## src/rtl/neopixel_pattern_sequencer_pkg.sv

```systemverilog
// Shared definitions for the neopixel pattern sequencer: pattern modes,
// GRB pixel word layout and sequencer FSM states.
package neopixel_pkg;

    // Pattern mode encodings
    localparam logic [1:0] MODE_OFF   = 2'd0;
    localparam logic [1:0] MODE_SOLID = 2'd1;
    localparam logic [1:0] MODE_CHASE = 2'd2;
    localparam logic [1:0] MODE_WIPE  = 2'd3;

    // Colour word layout {G, R, B}
    localparam int unsigned PIX_G_MSB = 23;
    localparam int unsigned PIX_G_LSB = 16;
    localparam int unsigned PIX_R_MSB = 15;
    localparam int unsigned PIX_R_LSB = 8;
    localparam int unsigned PIX_B_MSB = 7;
    localparam int unsigned PIX_B_LSB = 0;

    // Sequencer FSM states
    typedef enum logic [1:0] {
        StIdle  = 2'd0,
        StWrite = 2'd1,
        StDone  = 2'd2
    } state_e;

endpackage

```

## src/rtl/neopixel_pattern_sequencer_if.sv

```systemverilog
// Control-write port of the neopixel driver: the sequencer is the master,
// the driver is the slave and back-pressures through ready.
interface neopixel_ctrl_if;

    logic        write_en;
    logic [31:0] address;
    logic [31:0] write_data;
    logic        ready;

    modport master (
        output write_en,
        output address,
        output write_data,
        input  ready
    );

    modport slave (
        input  write_en,
        input  address,
        input  write_data,
        output ready
    );

endinterface

```

## src/rtl/neopixel_pattern_sequencer_frame_timer.sv

```systemverilog
// Frame rate timer: free-running tick counter, single-deep pending request
// and a one-cycle overrun pulse for every tick lost while a request waits.
module neopixel_frame_timer #(
    parameter logic [31:0] C_RATE = 32'd33000000
) (
    input  logic clock,
    input  logic reset,
    input  logic i_enable,
    input  logic i_start,
    output logic o_pending,
    output logic o_overrun
);

    logic [31:0] r_count;
    logic        r_pending;
    logic        r_overrun;
    logic        w_tick;

    assign w_tick    = i_enable && (r_count == (C_RATE - 32'd1));
    assign o_pending = r_pending;
    assign o_overrun = r_overrun;

    // Tick counter, pending flag and overrun pulse
    always_ff @(posedge clock or posedge reset) begin
        if (reset) begin
            r_count   <= 32'd0;
            r_pending <= 1'b0;
            r_overrun <= 1'b0;
        end else if (!i_enable) begin
            r_count   <= 32'd0;
            r_pending <= 1'b0;
            r_overrun <= 1'b0;
        end else begin
            r_count   <= w_tick ? 32'd0 : r_count + 32'd1;
            // A tick landing on the start cycle re-arms pending rather than being lost
            r_overrun <= w_tick && r_pending && !i_start;
            if (w_tick) begin
                r_pending <= 1'b1;
            end else if (i_start) begin
                r_pending <= 1'b0;
            end
        end
    end

endmodule

```

## src/rtl/neopixel_pattern_sequencer.sv

```systemverilog
// Autonomous frame sequencer: on every pending frame request it streams
// C_PIXELS pattern words into the neopixel driver control port.
module neopixel_pattern_sequencer
    import neopixel_pkg::*;
#(
    parameter int unsigned  C_PIXELS = 12,
    parameter logic [31:0]  C_RATE   = 32'd33000000,
    localparam int unsigned C_HW     = $clog2(C_PIXELS)
) (
    input  logic              clock,
    input  logic              reset,
    input  logic              enable,
    input  logic [1:0]        mode,
    input  logic [23:0]       color,
    neopixel_ctrl_if.master   bus,
    output logic              frame_done,
    output logic              overrun,
    output logic [C_HW-1:0]   head
);

    localparam logic [C_HW-1:0] C_LAST = C_HW'(C_PIXELS - 1);

    state_e          r_state;
    logic [C_HW-1:0] r_p;
    logic [C_HW-1:0] r_head;
    logic [1:0]      r_mode;
    logic [23:0]     r_color;
    logic            r_wen;
    logic [31:0]     r_addr;
    logic [31:0]     r_data;
    logic            r_done;

    logic            w_pending;
    logic            w_start;
    logic            w_accept;
    logic [C_HW-1:0] w_p_next;

    // Pixel word for position p given the frame's mode, colour and head
    function automatic logic [31:0] f_pattern(
        input logic [1:0]      f_mode,
        input logic [23:0]     f_color,
        input logic [C_HW-1:0] f_p,
        input logic [C_HW-1:0] f_head
    );
        logic lit;
        lit = 1'b0;
        case (f_mode)
            MODE_OFF:   lit = 1'b0;
            MODE_SOLID: lit = 1'b1;
            MODE_CHASE: lit = (f_p == f_head);
            MODE_WIPE:  lit = (f_p <= f_head);
            default:    lit = 1'b0;
        endcase
        return lit ? {8'h00, f_color[PIX_G_MSB:PIX_G_LSB], f_color[PIX_R_MSB:PIX_R_LSB],
                      f_color[PIX_B_MSB:PIX_B_LSB]}
                   : 32'h0;
    endfunction

    assign w_start  = (r_state == StIdle) && w_pending && enable;
    assign w_accept = r_wen && bus.ready;
    assign w_p_next = r_p + 1'b1;

    neopixel_frame_timer #(
        .C_RATE (C_RATE)
    ) u_timer (
        .clock     (clock),
        .reset     (reset),
        .i_enable  (enable),
        .i_start   (w_start),
        .o_pending (w_pending),
        .o_overrun (overrun)
    );

    // Frame FSM with registered write port, frame_done and head
    always_ff @(posedge clock or posedge reset) begin
        if (reset) begin
            r_state <= StIdle;
            r_p     <= '0;
            r_head  <= '0;
            r_mode  <= MODE_OFF;
            r_color <= 24'h0;
            r_wen   <= 1'b0;
            r_addr  <= 32'h0;
            r_data  <= 32'h0;
            r_done  <= 1'b0;
        end else begin
            r_done <= 1'b0;
            unique case (r_state)
                StIdle: begin
                    if (w_start) begin
                        // Shadow mode/colour so mid-frame changes wait for the next frame
                        r_mode  <= mode;
                        r_color <= color;
                        r_p     <= '0;
                        r_wen   <= 1'b1;
                        r_addr  <= 32'h0;
                        r_data  <= f_pattern(mode, color, '0, r_head);
                        r_state <= StWrite;
                    end
                end
                StWrite: begin
                    if (w_accept) begin
                        if (r_p == C_LAST) begin
                            r_wen   <= 1'b0;
                            r_done  <= 1'b1;
                            r_state <= StDone;
                        end else begin
                            r_p    <= w_p_next;
                            r_addr <= 32'(w_p_next);
                            r_data <= f_pattern(r_mode, r_color, w_p_next, r_head);
                        end
                    end
                end
                StDone: begin
                    r_head  <= (r_head == C_LAST) ? '0 : r_head + 1'b1;
                    r_state <= StIdle;
                end
                default: r_state <= StIdle;
            endcase
        end
    end

    assign bus.write_en   = r_wen;
    assign bus.address    = r_addr;
    assign bus.write_data = r_data;
    assign frame_done     = r_done;
    assign head           = r_head;

endmodule

```

## src/flat_wrapper.sv

```systemverilog
// flat-port wrapper written by rule: the top's interface ports become plain ports
module neopixel_pattern_sequencer_flat import neopixel_pkg::*;
#(
    parameter int unsigned  C_PIXELS = 12,
    parameter logic [31:0]  C_RATE   = 32'd33000000,
    localparam int unsigned C_HW     = $clog2(C_PIXELS)
)
  (clock, reset, enable, mode, color, frame_done, overrun, head, bus_write_en, bus_address, bus_write_data, bus_ready);
  neopixel_ctrl_if bus_i ();
  input  logic clock;
  input  logic reset;
  input  logic enable;
  input  logic [1:0] mode;
  input  logic [23:0] color;
  output logic frame_done;
  output logic overrun;
  output logic [C_HW-1:0] head;
  output wire logic [$bits(bus_i.write_en)-1:0] bus_write_en;
  output wire logic [$bits(bus_i.address)-1:0] bus_address;
  output wire logic [$bits(bus_i.write_data)-1:0] bus_write_data;
  input wire logic [$bits(bus_i.ready)-1:0] bus_ready;
  assign bus_write_en = bus_i.write_en;
  assign bus_address = bus_i.address;
  assign bus_write_data = bus_i.write_data;
  assign bus_i.ready = bus_ready;
  neopixel_pattern_sequencer #(.C_PIXELS(C_PIXELS), .C_RATE(C_RATE)) u_core (.clock(clock), .reset(reset), .enable(enable), .mode(mode), .color(color), .bus(bus_i), .frame_done(frame_done), .overrun(overrun), .head(head));
endmodule
```

## config.mk

```make
export PLATFORM = sky130hd
export DESIGN_NAME = neopixel_pattern_sequencer_flat
export DESIGN_NICKNAME = d
export VERILOG_FILES = /design/src/rtl/neopixel_pattern_sequencer_pkg.sv /design/src/rtl/neopixel_pattern_sequencer_if.sv /design/src/rtl/neopixel_pattern_sequencer_frame_timer.sv /design/src/rtl/neopixel_pattern_sequencer.sv /design/src/flat_wrapper.sv
export SDC_FILE = /design/constraint.sdc
export NUM_CORES = 1
export LEC_CHECK = 0
export CORE_MARGIN = 1.5
export CORE_UTILIZATION = 55
export CTS_CLUSTER_DIAMETER = 200
export DETAILED_ROUTE_END_ITERATION = 6
export HOLD_SLACK_MARGIN = 0.1
export PLACE_DENSITY = 0.94
export SLEW_MARGIN = 20
export SYNTH_ARGS = -nofsm -noshare
export SYNTH_HDL_FRONTEND = slang
export SYNTH_SLANG_ARGS = --single-unit
```

## constraint.sdc

```tcl
create_clock -name clock -period 4.3 [get_ports clock]
set_input_delay 0.645 -clock clock [delete_from_list [all_inputs] [get_ports clock]]
set_output_delay 0.645 -clock clock [all_outputs]
set_load 0.02 [all_outputs]
```

[Word-level counts from Yosys, hierarchy flattened]
Cells that the tools add are included.
Storage, ports and cells
  word-level logic and storage cells: 89
  input bits: 30
  output and inout port bits: 71
  bits in registers: 136
Operators by class
  order comparisons: 2
  reductions and logical operators: 16
  add/sub/neg operators: 3
  eq/ne operators: 17
  multiplexer cells: 39
Operators with widths (count)
  $mux 32: 8
  $pmux 32 s2: 2
  $mux 24: 2
  $add 32x1->32 const B: 1
  $eq 32x25->1 const B: 1
  $mux 4: 4
  $mux 1: 15
  $eq 2x2->1 const B: 5
  $add 4x1->4 const B: 2
  $eq 4x4->1 const B: 2
  $pmux 1 s4: 2
  $pmux 4 s2: 1
  $reduce_and 4->1: 2
  $eq 2x1->1 const B: 3
  $logic_and 1x1->1: 6
  $logic_not 2->1: 3
  $mux 2: 3
  $eq 4x4->1: 1
  $le 1x4->1 const A: 1
  $le 4x4->1: 1
  $logic_not 4->1: 1
  $ne 2x1->1 const B: 2
  $ne 2x2->1 const B: 2
  $pmux 2 s2: 1
  other kinds (6): 6

[Longest topological paths before layout]
Gate-level depths: netlist of the first run.
  depth after elaboration: 10
  mapped depth: 9
  mapped depth without buffers: 8

[Hierarchy]
From an unflattened synthesis of the first run, not the netlist that was laid out.
Unflattened totals
  cells, all modules: 562
  area, all modules: 5366.4 um2
By module, submodules not included
  neopixel_pattern_sequencer: area each 3517.1 um2, times used 1, cells an instance 369, sequential area each 1551.5 um2
  neopixel_frame_timer: area each 1849.3 um2, times used 1, cells an instance 193, sequential area each 850.8 um2

[Worst setup path before layout of the first run]
No wires, ideal clock.
  kind: register to register
  start: reg u_core.r_p[0]
  end: reg u_core.r_data[0], in the netlist u_core.bus.write_data[0]
  buffers on the path: 1
  setup slack: 2.101 ns
  arrival: 2.069 ns
  library setup time: 0.130 ns
  stages on the path, launching flop included: 9
  period minus slack after synthesis: 2.199 ns
  required time: 4.170 ns
  cells stage by stage: dfrtp_1 > ha_1 > ha_1 > nor2b_1 > o21ai_0 > nor4bb_1 > o21ai_0 > clkbuf_1 > o21ai_0
Between the ends
  longest elaborated chain between the ends: 10
  elaborated cells between the ends (all ways): 14
  classes of those cells: 1 x add/sub; 1 x order compare; 3 x eq/ne; 8 x mux; 1 x reduce/logical
Ends and longest elaborated chain
  from (decl): line neopixel_pattern_sequencer.sv:24  | logic [C_HW-1:0] r_p;
  from (signal assigned): line neopixel_pattern_sequencer.sv:108  | r_p <= w_p_next;
  $add 4x1->4: line neopixel_pattern_sequencer.sv:61  | assign w_p_next = r_p + 1'b1;
  $le 4x4->1 or $eq 4x4->1 (tied branches): line neopixel_pattern_sequencer.sv:51, neopixel_pattern_sequencer.sv:50
  $pmux 1 s4: line neopixel_pattern_sequencer.sv:47  | case (f_mode)
  $mux 1: line neopixel_pattern_sequencer.sv:103  | if (r_p == C_LAST) begin
  $mux 1: line neopixel_pattern_sequencer.sv:102  | if (w_accept) begin
  $mux 1: line neopixel_pattern_sequencer.sv:88  | unique case (r_state)
  $mux 24: line neopixel_pattern_sequencer.sv:54  | return lit ? {8'h00, f_color[PIX_G_MSB:PIX_G_LSB], f_color[PIX_R_MSB:PIX_R_LSB],
  $mux 32: line neopixel_pattern_sequencer.sv:103
  $mux 32: line neopixel_pattern_sequencer.sv:102
  $pmux 32 s2: line neopixel_pattern_sequencer.sv:88
  to (signal assigned): line neopixel_pattern_sequencer.sv:97  | r_data <= f_pattern(mode, color, '0, r_head);
  to (signal assigned): line neopixel_pattern_sequencer.sv:110  | r_data <= f_pattern(r_mode, r_color, w_p_next, r_head);
  to (decl): line neopixel_pattern_sequencer.sv:30  | logic [31:0] r_data;
Parallel ways exist; a longest one is shown, timed or not. The select of a mux whose other input is x is not followed.
A chain may end at the register's enable or synchronous reset.

[Worst setup path in the final report of the first run]
  start: reg u_core.r_p[0]
  end: reg u_core.r_p[2]
Between the ends
  longest elaborated chain between the ends: 4
  elaborated cells between the ends (all ways): 7
  classes of those cells: 1 x add/sub; 2 x eq/ne; 3 x mux; 1 x reduce/logical
Ends and longest elaborated chain (line)
  $add 4x1->4: neopixel_pattern_sequencer.sv:61
  $mux 4: neopixel_pattern_sequencer.sv:103
  $mux 4: neopixel_pattern_sequencer.sv:102
  $pmux 4 s2: neopixel_pattern_sequencer.sv:88
Parallel ways exist; a longest one is shown, timed or not. The select of a mux whose other input is x is not followed.

==> reports/metrics.cfg, run 1 <==
[status]
status = finished clean

[setup_path]
startpoint = u_core.r_p[0]
r2r_slack_ns = 1.77
path_max_fanout = 26
worstPathRequired_ns = 4.59
critPathLaunchType = flip-flop
worstPathArrival_ns = 2.81
reg2reg_from = u_core.r_p[0]
crit_path_end_kind = flip-flop
reg2reg_to = u_core.r_p[2]
r2r_cells = 6
critical_path_class = flip-flop to flip-flop

[placed_design]
dp_hpwl_mm = 6.66
globalplace.congestion = 0.816
numPortBuffers = 64

[timing]
final-hold-violation-count = 0
period_minus_slack_ns = 2.53
rsz0062_at_grt = false
worst_pin_slew_ns = 1.02
fin_crit_sh = 0.587
tns_ns = 0
fin_skew_ns = 0.0168
relSlewSlack = 0.317
max_freq_mhz = 396
setup_viol = 0
slew_viol_final = 0

[cells_and_area]
nNetsFinal = 575
num_antenna_cells = 0
multi_input_area_sq_um = 1890
nFillCells = 589
area_delta_synth_final_pct = 17.2
layout-drive-gt1-share = 0.0535
regArea_sq_um = 2400

[clock_network]
path_clk_slew_ns = 0.10
cts_hold_buf = 0
cts_tree = built
cts_setup_buffers = 0
clkSinkCount = 96
cts-htree-levels = 3
clock_path_buffers = 2
cts-root-buf = clkbuf_8
numCtsBuffers = 9
clock_latency_ns = 0.36
cts_resized = 0

[drt]
wirelength_mm = 9.65
ant_nets = 0
wl_per_cell_microns = 14.9
drc = 0
drt_iter0_drc = 232
drt-pass1-iter-count = 4
vias = 3612
vias_per_cell = 5.58

[worst_hold_path]
holdCritStartpoint = u_core.bus.write_data[8]
holdCritPathClass = flip-flop to flip-flop
holdPathEnd = u_core.bus.write_data[8]
min_path_cells = 2

[grt]
antenna_found_initial = 0
gr-usage-all-layers = 0.223
grt_pass1_wl_mm = 15.8
grt_max_degree = 76
overflow = 0
grt_pass1_vias = 3503

[synthesis]
netlist.top_cell.by_area = dfrtp_1
synth-edff-count = 0
yosys-top-cells-area = dfrtp_1 (51%), o21ai_0 (7.0%), buf_4 (5.8%), a32oi_1 (4.5%), xor2_1 (4.1%)
synth_area_sq_um = 4670
ys_seq_area_frac = 0.515
synth_ff_type = dfrtp_1
yosysTopAreaCellShare = 0.515
yosys_register_bits = 96
ys_types = 42
synth_area_per_cell_sq_um = 9.76
syn_inst = 478
ys_warn_count = 0
synthArstFlopShare = 1.00

[die]
dieArea_sq_um = 9040
start_util = 0.568
io-pin-count = 101
row_count = 33
die_h_microns = 95.1
coreArea_sq_um = 8220
die_w_microns = 95.1

[power_and_ir_drop]
leakagePower_nw = 2.49
power_mw = 2.40
powerDensity_nw_per_um2 = 439
max-vdd-ir-drop_uv = 277

[job]
cap_violations = 0

[per-layer routing]
metal / GRT usage / up-vias / part of all wire
li1: - / 1683 / -
met1: 0.285 / 1798 / 0.43
met2: 0.365 / 119 / 0.51
met3: 0.0478 / 12 / 0.052
met4: 0.0945 / 0 / 0.013
met5: 0 / - / 0
[registers in the layout (all words and copies together), names as in the netlist]
register and flops:
u_core.r_state 2, u_core.head 4, u_core.u_timer.o_overrun 1, u_core.u_timer.o_pending 1, u_core.u_timer.r_count 32, u_core.r_color 24
u_core.bus.write_en 1, u_core.r_mode 2, u_core.r_p 4, u_core.bus.write_data 24, u_core.frame_done 1
[how the worst max path moves through the flow]
stage	slack, ns	endpoint
floorplan	1.15	u_core.bus.write_data[0]
global placement	1.75	u_core.bus.write_data[5]
detailed placement	1.63	u_core.r_p[2]
CTS	1.79	u_core.r_p[2]
global route	1.57	u_core.r_p[2]
finish	1.77	u_core.r_p[2]
[placed cells by master (no fill, tap or decap), types with 12 or more instances in the layout]
| master | n |
|---|---|
| nor2_1 | 37 |
| conb_1 | 36 |
| o21ai_0 | 64 |
| a32oi_1 | 24 |
| nand4_1 | 12 |
| clkdlybuf4s50_1 | 64 |
| nand2_1 | 49 |
| xor2_1 | 22 |
| dfrtp_1 | 96 |
| inv_1 | 37 |
| nand3_1 | 16 |
[report_power, final]
part	switching (mW)	internal (mW)
Clock	0.312	0.349
Combinational	0.341	0.291
Sequential	0.0922	1.02
[worst max-delay path, stage by stage (launching register included)]
cell,delay [ns]
dfrtp_1,0.47
ha_1,0.27
nand3b_1,0.17
nand4_1,0.31
and2_1,0.86
o21ai_0,0.24
o21ai_0,0.12
[cell type report]
type	instances	share of cell area
Multi-Input combinational cell	324	0.346
Clock buffer	11	0.0258
Clock inverter	5	0.0158
Sequential cell	96	0.439
Timing Repair Buffer	68	0.123
Tap cell	105	0.0240
Inverter	38	0.0263
[stage by stage]
step | hold WS (ns) | util | setup WS, ns | cell area [sq um] | cells
floorplan | 0.453 | - | 1.15 | 4800 | 513
global placement | 0.480 | 0.638 | 1.75 | 5240 | 631
detailed placement | 0.487 | 0.638 | 1.63 | 5240 | 631
CTS | 0.511 | 0.665 | 1.79 | 5470 | 647
global route | 0.533 | 0.666 | 1.57 | 5470 | 647
finish | 0.517 | 0.666 | 1.77 | 5470 | 647
[cells in the mapped netlist (3+ instances only)]
library cell and number:
a21oi_1 4, a32oi_1 24, and3_1 5, buf_2 5
buf_4 36, clkbuf_1 12, dfrtp_1 96, ha_1 8
inv_1 38, nand2_1 49, nand3_1 16, nand4_1 12
nor2_1 37, nor2b_1 3, nor3_1 6, nor4_1 4
nor4b_1 3, o21ai_0 65, xnor2_1 7, xor2_1 22
[kinds of logic (layout without fill, tap and decap cells)]
family | count (synthesis) | count (layout) | synth area share
AND/OR/NAND/NOR | 151 | 151 | 0.168
AO/OA/AOI/OAI | 99 | 99 | 0.130
flip-flops | 96 | 96 | 0.515
buffers and inverters | 93 | 122 | 0.108
XOR/XNOR | 29 | 29 | 0.0544
adder cells (fa/ha/maj) | 8 | 8 | 0.0215
other | 1 | 36 | 0.000804
multiplexers | 1 | 1 | 0.00215
No activity file was read; power rests on OpenSTA's default activity.
==> inputs of run 2 (changes only) <==
CORE_UTILIZATION = 46   (was 55)
PLACE_DENSITY = 0.84   (was 0.94)
clock period = 2.3 ns   (was 4.3 ns; I/O delays follow)
==> reports/metrics.cfg, run 2 (same netlist as run 1, synthesis figures left out) <==
[clock_network]
cts-htree-levels = 3
cts_tree = built
clkSinkCount = 96
clock_latency_ns = 0.37
path_clk_slew_ns = 0.10
cts_hold_buf = 0
cts-root-buf = clkbuf_8
numCtsBuffers = 9
clock_path_buffers = 2

[timing]
worst_pin_slew_ns = 0.923
period_minus_slack_ns = 2.22
max_freq_mhz = 450
relSlewSlack = 0.384
slew_viol_final = 0
hold_slack_ns = 0.465
rsz0062_at_grt = false
final-hold-violation-count = 0
tns_ns = 0
fin_crit_sh = 0.967
setup_viol = 0
fin_skew_ns = 0.00805

[cells_and_area]
top_register = u_core.u_timer.r_count
fin_area_sq_um = 5670
area_delta_synth_final_pct = 21.5
final_common_cell = dfrtp_1
mostFrequentLayoutCells = dfrtp_1 (96), clkdlybuf4s50_1 (64), o21ai_0 (60), nand2_1 (49)
num_antenna_cells = 0
instances_no_fill = 684
layout-drive-gt1-share = 0.0780
largest_reg_flops = 32
nNetsFinal = 584
nFillCells = 818

[setup_path]
cp_top_family = compound AO/OA/AOI/OAI gates
critPathLaunchType = flip-flop
worstPathArrival_ns = 2.46
critical_path_class = flip-flop to flip-flop
crit_path_end_kind = flip-flop
worstPathCellList = buf_4 > nand3_1 > xnor2_1 > ha_1 > nor2_1 > o21ai_0 > o21ai_2 > o21ai_4 > buf_12 > o21ai_0
worstPathRequired_ns = 2.54
path_max_fanout = 12
slowest_stage = dfrtp_1
max_stage_delay_ns = 0.41
critPathMostFrequentCell = o21ai_0
crit_buf_inv = 2

[die]
dieArea_sq_um = 10800
die_h_microns = 104
io-pin-count = 101
row_count = 36
start_util = 0.475
coreArea_sq_um = 9820
die_w_microns = 104

[placed_design]
dp_hpwl_mm = 6.62
place_area_sq_um = 5350
globalplace.congestion = 0.857
dpl.cell_count = 663
numPortBuffers = 64

[drt]
wirelength_mm = 10.4
vias = 3671
drt_iter0_drc = 274
wl_per_cell_microns = 15.1
drc = 0
vias_per_cell = 5.37
drt-pass1-iter-count = 4
ant_nets = 0

[power_and_ir_drop]
pwr-share-seq = 0.455
power_switching_mw = 1.49
clockPowerShare = 0.251
switching_share = 0.328
leakagePower_nw = 2.53
comb_power_share = 0.294
powerDensity_nw_per_um2 = 801
power_mw = 4.54
p_int_mw = 3.05
max-vdd-ir-drop_uv = 700

[grt]
overflow = 0
grt_pass1_wl_mm = 17.1
grt_use_met2 = 0.327
grt_pass1_vias = 3556
met3_usage = 0.0428
antenna_found_initial = 0
grt_busiest_layer = met2
grt_max_degree = 97
gr-usage-all-layers = 0.195
grtUsageMet1 = 0.252

[status]
status = finished clean

[job]
cap_violations = 0

[worst_hold_path]
holdCritPathClass = input port to asynchronous set/reset pin

run 2: cell types whose count changed in the layout (fill, tap and decap cells not counted), moves of 2 or more:
cell | previous run | this run
o21ai_1 | 1 | 3
buf_12 | 0 | 5
o21ai_0 | 64 | 60
buf_4 | 4 | 7
clkinvlp_4 | 0 | 4
o21ai_4 | 0 | 2
run 2: final timing paths:
| path | startpoint | to | slack, ns | cells after the start |
|---|---|---|---|---|
| max | u_core.r_p[0] | u_core.bus.write_data[13] | 0.08 | 10 |
| min | reset | u_core.u_timer.r_count[17] | 0.46 | 3 |
| max reg2reg | u_core.r_p[0] | u_core.bus.write_data[13] | 0.08 | 10 |
| min reg2reg | u_core.bus.write_data[5] | u_core.bus.write_data[5] | 0.51 | 2 |
| max in group asynchronous | reset | u_core.r_color[16] | 1.48 | 3 |
| min in group clock | u_core.bus.write_data[5] | u_core.bus.write_data[5] | 0.51 | 2 |
run 2: worst min-delay path: stages:
cell and delay, ns:
clkdlybuf4s50_1 0.44, clkinvlp_4 0.09, buf_12 0.39
run 2: what timing repair did:
action / 4_1_cts / 5_1_grt
pin swaps: 2 / 2
buffers inserted: 0 / 4
endpoints found under the setup margin: 24 / 32
gates cloned: 1 / 0
gates resized for setup: 5 / 6
run 2: power groups by stage:
stage | Combinational [mW] | Sequential (mW) | Clock [mW]
6_report | 1.33 | 2.07 | 1.14
3_3_place_gp | 1.15 | 2.09 | 0
3_5_place_dp | 1.21 | 2.08 | 0
4_1_cts | 1.27 | 2.06 | 1.15
2_1_floorplan | 0.440 | 2.30 | 0
5_1_grt | 1.43 | 2.08 | 1.24
run 2: layout make-up:
type	count	area, sq um	area share
tap	133	166	0.0294
inverter	38	146	0.0258
sequential	96	2400	0.424
timing repair buffer	76	793	0.140
clock inverter	6	66.3	0.0117
multi-input combinational	325	1950	0.345
clock buffer	10	138	0.0243
run 2: metal layers:
layer | vias to the layer above | share of wire
li1 | 1710 | -
met1 | 1824 | 0.43
met2 | 120 | 0.49
met3 | 17 | 0.054
met4 | 0 | 0.019
met5 | - | 0
run 2: stage by stage:
| step | util | setup WS, ns |
|---|---|---|
| 2_1_floorplan | - | 0.101 |
| 3_3_place_gp | 0.545 | -0.0386 |
| 3_5_place_dp | 0.545 | -0.192 |
| 4_1_cts | 0.569 | 0.0104 |
| 5_1_grt | 0.577 | 0.00164 |
| 6_report | 0.577 | 0.0761 |
==> inputs of run 3 (changes only) <==
SKIP_CTS_REPAIR_TIMING = 1   (was default)
==> reports/metrics.cfg, run 3 (same netlist as run 1, synthesis figures left out) <==
[cells_and_area]
layout-drive-gt1-share = 0.0744
final_common_cell = dfrtp_1
top_register = u_core.u_timer.r_count
num_antenna_cells = 0
fin_area_sq_um = 5650
largest_reg_flops = 32
area_delta_synth_final_pct = 21.1
mostFrequentLayoutCells = dfrtp_1 (96), clkdlybuf4s50_1 (64), o21ai_0 (55), nand2_1 (49)
nNetsFinal = 584

[grt]
grt_pass1_wl_mm = 16.7
gr-usage-all-layers = 0.190
antenna_found_initial = 0
grt_max_degree = 97
grt_pass1_vias = 3534
overflow = 0

[setup_path]
slowest_stage = dfrtp_1
worstPathCellList = ha_1 > ha_1 > nor2b_1 > o21ai_0 > nor4bb_4 > buf_4 > o21ai_4 > buf_12 > o21ai_0
path_max_fanout = 12
crit_buf_inv = 2
worstPathArrival_ns = 2.54
worstPathRequired_ns = 2.58
crit_path_end_kind = flip-flop
reg2reg_to = u_core.bus.write_data[3]
r2r_slack_ns = 0.04
critical_path_class = flip-flop to flip-flop
critPathLaunchType = flip-flop
r2r_cells = 9
max_stage_delay_ns = 0.41
reg2reg_from = u_core.r_p[0]
cp_top_family = adder cells

[drt]
wirelength_mm = 10.2
routed-wl-met3_microns = 581
drc = 0
vias = 3663
wl_per_cell_microns = 14.9
vias_per_cell = 5.36
wl_met1_mm = 4.45
drt-pass1-iter-count = 4
dr_wl_met2_mm = 4.94
ant_nets = 0
route.top_layer_used = met4
drt_iter0_drc = 319

[power_and_ir_drop]
leakagePower_nw = 2.53
powerDensity_nw_per_um2 = 798
max-vdd-ir-drop_uv = 692

[timing]
tns_ns = 0
worst_pin_slew_ns = 0.917
relSlewSlack = 0.389
slew_viol_final = 0
fin_ws_ns = 0.0384
fin_crit_sh = 0.983
rsz0062_at_grt = true
setup_viol = 0
final-hold-violation-count = 0
period_minus_slack_ns = 2.26
fin_skew_ns = 0.0128
max_freq_mhz = 442

[die]
die_h_microns = 104
row_count = 36
dieArea_sq_um = 10800
start_util = 0.475
die_w_microns = 104
coreArea_sq_um = 9820
io-pin-count = 101

[placed_design]
globalplace.congestion = 0.857
dp_hpwl_mm = 6.62
place_ws_ns = -0.192
numPortBuffers = 64
place_area_sq_um = 5350

[worst_hold_path]
holdCritPathClass = input port to asynchronous set/reset pin

[clock_network]
numCtsBuffers = 9
clock_path_buffers = 2
cts_tree = built
clkSinkCount = 96
cts-htree-levels = 3
clock_latency_ns = 0.37
cts-root-buf = clkbuf_8
path_clk_slew_ns = 0.10

[job]
cap_violations = 0

[status]
status = finished clean

run 3: area by class of cell:
cell class              count  area, sq um
repair buffers             76          793
clock buffers              10          138
well taps                 133          166
clock inverters             6         66.3
fillers                   825         4170
inverters                  38          146
flip-flops and latches     96         2400
multi-input cells         325         1940
run 3: tightest hold or removal path, stage by stage:
cell and delay (ns):
clkdlybuf4s50_1 0.44, clkinvlp_4 0.09, buf_12 0.39
run 3: worst max path at each step:
stage                                           end  cells past startpoint  slack [ns]           from
after global routing      u_core.bus.write_data[18]                      9       -0.04  u_core.r_p[0]
after floorplan            u_core.bus.write_data[0]                      8        0.10  u_core.r_p[0]
final                      u_core.bus.write_data[3]                      9        0.04  u_core.r_p[0]
after global placement    u_core.bus.write_data[18]                      7       -0.04  u_core.r_p[1]
after CTS                 u_core.bus.write_data[13]                      7       -0.23  u_core.r_p[0]
after detailed placement  u_core.bus.write_data[13]                      9       -0.19  u_core.r_p[0]
run 3: power by group:
group	switching [mW]	internal [mW]
sequential	0.157	1.90
combinational	0.706	0.599
clock	0.609	0.534
total	1.47	3.04
run 3: layer usage:
metal,vias up,GRT usage
met5,-,0
met4,0,0.0734
met3,19,0.0453
met2,126,0.314
met1,1809,0.242
li1,1709,-
run 3: per-stage QoR:
stage	power, mW	hold WS, ns	std cells	util
after floorplan	2.74	0.450	513	-
after global placement	3.24	0.481	663	0.545
after detailed placement	3.29	0.488	663	0.545
after CTS	4.43	0.489	679	0.565
after global routing	4.72	0.498	684	0.575
final	4.51	0.458	684	0.575
